<file path="src/rtl/pipeline_ctrl.sv">
// pipeline_ctrl
// -----------------------------------------------------------------------------
// Central stall/flush sequencer for the five-stage MiniMIPS32 pipeline.
//   * Merges the ID load-use stall request into the shared stall vector.
//   * Runs multi-cycle divides in EXE with an internal 6-bit down-counter.
//   * Turns a MEM-stage exception (or ERET) into a same-cycle pipeline flush.
//
// Parameters
//   DIV_CYCLES   : cycles a divide holds the pipeline (legal 2..63)
//
// Ports
//   cpu_clk_50M  in   clock, rising edge
//   cpu_rst_n    in   asynchronous active-low reset
//   stallreq_id  in   ID load-use hazard request
//   div_start    in   EXE holds a DIV/DIVU needing the divider
//   exc_valid    in   MEM stage reports an exception or ERET this cycle
//   stall[3:0]   out  bit0 PC, bit1 IF/ID, bit2 ID/EXE, bit3 EXE/MEM (1 = stop)
//   flush        out  clear all pipeline registers this cycle
//   div_busy     out  divider sequence in progress
//   div_done     out  divide result valid in EXE this cycle
//   div_abort    out  running divide cancelled by flush
//   stall_cycles out  count of cycles with stall[0] set
//
// Configuration macro
//   PIPE_STALL_PERF_EN : when defined, stall_cycles is a free-running 32-bit
//                        counter of stalled cycles; otherwise it is tied to 0.
//
// stall, flush, div_done and div_abort are decoded combinationally from the
// state, the counter and the inputs so that hazards act with zero latency.
// -----------------------------------------------------------------------------
module pipeline_ctrl #(
  parameter int unsigned DIV_CYCLES = 32
) (
  input  logic        cpu_clk_50M,
  input  logic        cpu_rst_n,
  input  logic        stallreq_id,
  input  logic        div_start,
  input  logic        exc_valid,
  output logic [3:0]  stall,
  output logic        flush,
  output logic        div_busy,
  output logic        div_done,
  output logic        div_abort,
  output logic [31:0] stall_cycles
);

  typedef enum logic [0:0] {
    S_RUN      = 1'b0,
    S_DIV_WAIT = 1'b1
  } state_e;

  // Highest set bit loads a bubble, lower stages hold.
  localparam logic [3:0] STALL_NONE = 4'b0000;
  localparam logic [3:0] STALL_LOAD = 4'b0111;
  localparam logic [3:0] STALL_DIV  = 4'b1111;

  // Counter preload: the start cycle plus DIV_CYCLES-1 counted cycles give
  // exactly DIV_CYCLES stalled cycles before the done cycle.
  localparam logic [5:0] DIV_LOAD = 6'(DIV_CYCLES - 1);

  state_e     state_q, state_d;
  logic [5:0] cnt_q, cnt_d;

  // State and divide counter registers.
  always_ff @(posedge cpu_clk_50M or negedge cpu_rst_n) begin
    if (!cpu_rst_n) begin
      state_q <= S_RUN;
      cnt_q   <= 6'd0;
    end else begin
      state_q <= state_d;
      cnt_q   <= cnt_d;
    end
  end

  // Next-state and counter logic; exceptions take priority over divides.
  always_comb begin
    state_d = state_q;
    cnt_d   = cnt_q;
    case (state_q)
      S_RUN: begin
        if (exc_valid) begin
          state_d = S_RUN;
        end else if (div_start) begin
          state_d = S_DIV_WAIT;
          cnt_d   = DIV_LOAD;
        end else begin
          state_d = S_RUN;
        end
      end
      S_DIV_WAIT: begin
        if (exc_valid) begin
          state_d = S_RUN;
          cnt_d   = 6'd0;
        end else if (cnt_q != 6'd0) begin
          cnt_d   = cnt_q - 6'd1;
        end else begin
          state_d = S_RUN;
        end
      end
      default: begin
        state_d = S_RUN;
        cnt_d   = 6'd0;
      end
    endcase
  end

  // Output decode: stall vector, flush and divide status strobes.
  always_comb begin
    stall     = STALL_NONE;
    flush     = 1'b0;
    div_done  = 1'b0;
    div_abort = 1'b0;
    case (state_q)
      S_RUN: begin
        if (exc_valid) begin
          flush = 1'b1;
        end else if (div_start) begin
          stall = STALL_DIV;
        end else if (stallreq_id) begin
          stall = STALL_LOAD;
        end else begin
          stall = STALL_NONE;
        end
      end
      S_DIV_WAIT: begin
        // Load-use requests are subsumed by the full divide stall; div_start
        // is still high here but only matters in RUN.
        if (exc_valid) begin
          flush     = 1'b1;
          div_abort = 1'b1;
        end else if (cnt_q != 6'd0) begin
          stall = STALL_DIV;
        end else begin
          div_done = 1'b1;
        end
      end
      default: begin
        stall = STALL_NONE;
      end
    endcase
  end

  assign div_busy = (state_q == S_DIV_WAIT);

`ifdef PIPE_STALL_PERF_EN
  logic [31:0] perf_q;

  // Stalled-cycle counter; flush cycles never have stall[0] set.
  always_ff @(posedge cpu_clk_50M or negedge cpu_rst_n) begin
    if (!cpu_rst_n) begin
      perf_q <= 32'h0;
    end else if (stall[0]) begin
      perf_q <= perf_q + 32'd1;
    end else begin
      perf_q <= perf_q;
    end
  end

  assign stall_cycles = perf_q;
`else
  assign stall_cycles = 32'h0;
`endif

endmodule

</file>
<file path="config.mk">
export PLATFORM = sky130hd
export DESIGN_NAME = pipeline_ctrl
export DESIGN_NICKNAME = d
export VERILOG_FILES = /design/src/rtl/pipeline_ctrl.sv
export SDC_FILE = /design/constraint.sdc
export NUM_CORES = 1
export LEC_CHECK = 0
export CORE_MARGIN = 1.5
export CORE_UTILIZATION = 37
export DETAILED_ROUTE_END_ITERATION = 16
export HOLD_SLACK_MARGIN = 0.06
export PLACE_DENSITY = 0.88
export SKIP_CTS_REPAIR_TIMING = 1
export SLEW_MARGIN = 10
export SYNTH_ARGS = -nofsm -noshare
export SYNTH_HDL_FRONTEND = slang
export SYNTH_SLANG_ARGS = --single-unit
</file>
<file path="constraint.sdc">
create_clock -name cpu_clk_50M -period 2.6 [get_ports cpu_clk_50M]
set_input_delay 0.52 -clock cpu_clk_50M [delete_from_list [all_inputs] [get_ports cpu_clk_50M]]
set_output_delay 0.52 -clock cpu_clk_50M [all_outputs]
set_load 0.03 [all_outputs]
</file>
==> impl_metrics.tcl <==
set metrics [dict create \
    synth_area_leader_cell "buf_4" \
    clock_latency_ns 0.26 \
    synthFlopType "dfrtp_1" \
    wl_per_cell_um 10.93 \
    ir_worst_vdd_mv 0.1851 \
    initial_core_util_pct 38.54 \
    first_pass_iters 4 \
    synth_area_leaders "buf_4 36%, dfrtp_1 24%, inv_1 3.5%, o21ai_0 3.4%, nand4_1 2.5%" \
    hold_viol 0 \
    row_count 16 \
    use_met1_pct 16.89 \
    post-dp-hpwl_mm 1.086 \
    synth_most_common_cell "buf_4" \
    grt.total_usage_pct 14.50 \
    ys_ff_latch 7 \
    ys_async_sr_fraction_pct 100.0 \
    grt_util_met3_pct 1.132 \
    maxCapViolCount 0 \
    rsz0062_at_grt "no" \
    io_pins 45 \
    cts_tree "yes" \
    fmax_mhz 401.6 \
    ys_types 32 \
    drive_above_1_share_pct 16.83 \
    outcome "finished clean" \
    drt_first_iter_violations 14 \
    die_x_um 47.74 \
    yosysSeqAreaShare_pct 23.65 \
    setup_viol 0 \
    critPathKind "reg -> out" \
    drv_slew 0 \
    overflow 0 \
    met2_usage_pct 23.20 \
    cellPowerDensity_nw_per_um2 597.6 \
    globalplace.congestion 0.8316 \
    htreeDepth 1 \
    cts_inserted_buffers 3 \
    nFillCells 208 \
    cp-start-kind "flop" \
    fin_nets 108 \
    antenna_found_initial 0 \
    diodes 0 \
    fin_setup_tns_ns 0 \
    synth_top_cells_by_count "36 x buf_4, 7 x dfrtp_1, 7 x inv_1, 5 x o21ai_0" \
    fin_ws_ns 0.1097 \
    hp-class "in -> async" \
    cts_buffer_depth 2 \
    coreArea_um2 1922 \
    syn_area_per_cell_um2 8.230 \
    syn-instance-count 90 \
    drt-total-wl_mm 1.399 \
    cts_root_buffer "clkbuf_4" \
    dieArea_um2 2279 \
    clock_skew_ns 0.005617 \
    via_per_inst 4.555 \
    die_h_um 47.74 \
    place_ws_ns 0.3472 \
    grt_pass1_wl_mm 2.290 \
    cts.sinks 7 \
    area_growth_pct 3.378 \
    grt_busiest_layer "met2" \
    endpoint_kind "output port" \
    worst_ep_required_time_ns 2.08 \
    yosysTopAreaCellShare_pct 36.49 \
    num_vias 583 \
    post-route-min-period_ns 2.490 \
    grt_pass1_vias 536 \
    cellLeakagePower_nw 0.3627 \
    synth_area_um2 740.7 \
    path_max_fanout 6 \
    period_share_pct 95.78 \
    io_buffers 12 \
    ant_nets 0 \
    route.detailed.drc 0 \
    clkTransAtPathRegs_ns 0.06 \
    yosysWarnings 0 \
    grt_max_degree 13 \
    arrival_ns 1.97 \
    synth_edf_count 0 \
]
==> per-stage QoR <==
stage	power [mW]	utilization [%]	cells	instance area [um2]	hold slack, ns
6_report	0.4576	39.84	128	765.7	0.5152
5_1_grt	0.4891	39.84	128	765.7	0.5326
4_1_cts	0.4569	39.71	128	763.2	0.5249
3_5_place_dp	0.3524	38.35	124	737.0	0.5943
3_3_place_gp	0.3418	38.35	124	737.0	0.5707
2_1_floorplan	0.3468	-	121	862.1	0.2244
==> cells in the final DEF (no fill, tap or decap), types with 2 or more instances in the layout <==
cell type	n
clkdlybuf4s50_1	6
conb_1	32
nor2b_1	3
o21ai_0	5
inv_1	7
nand4_1	3
nor2_1	2
clkbuf_4	3
o311ai_1	2
buf_4	8
dfrtp_1	7
==> cells by family (layout without fill, tap and decap cells) <==
family,Yosys count,count (layout),synth area share [%]
compound gates,19,19,18.08
fa+ha+maj,1,1,1.689
buf+inv,45,25,41.22
flops,7,7,23.65
other cells,1,32,0.5063
simple gates,17,17,14.87
==> per-layer routing <==
layer  vias to the layer above  routed length (um)
met1                       277                 510
li1                        268                   -
met4                         0                  43
met3                         5                  83
met5                         -                   0
met2                        33                 761
==> power breakdown <==
group	switching (mW)	internal, mW
Clock	0.0444	0.0589
Sequential	0.0371	0.131
Combinational	0.130	0.0559
Total	0.212	0.246
==> state kept, by name, indices dropped and copies added, names as in the netlist <==
register / cells
cnt_q: 6
div_busy: 1
==> critical path, cell delays in order, from the launching register on <==
cell and delay [ns]:
dfrtp_1 0.43, inv_1 0.09, ha_2 0.23, or4b_4 0.49, nor2_2 0.16, a211oi_2 0.11
buf_4 0.20
==> cell type report <==
cell class	instances	area (um2)	area share [%]
multi-input cells	69	384.1	50.16
clock buffers	4	26.28	3.431
inverters	7	26.28	3.431
flip-flops and latches	7	175.2	22.88
well taps	27	33.78	4.412
repair buffers	14	120.1	15.69
==> final timing paths <==
kind                           start        to  slack (ns)  cells after the start
hold reg to reg             cnt_q[0]  cnt_q[0]        0.61                      1
setup / recovery            cnt_q[0]  stall[0]        0.11                      6
setup reg to reg            cnt_q[0]  cnt_q[0]        0.92                      5
max in group asynchronous  cpu_rst_n  div_busy        1.84                      1
hold / removal             cpu_rst_n  cnt_q[4]        0.52                      1
min in group cpu_clk_50M    cnt_q[0]  cnt_q[0]        0.61                      1
Note: power is estimated with default switching activity, not from simulation.
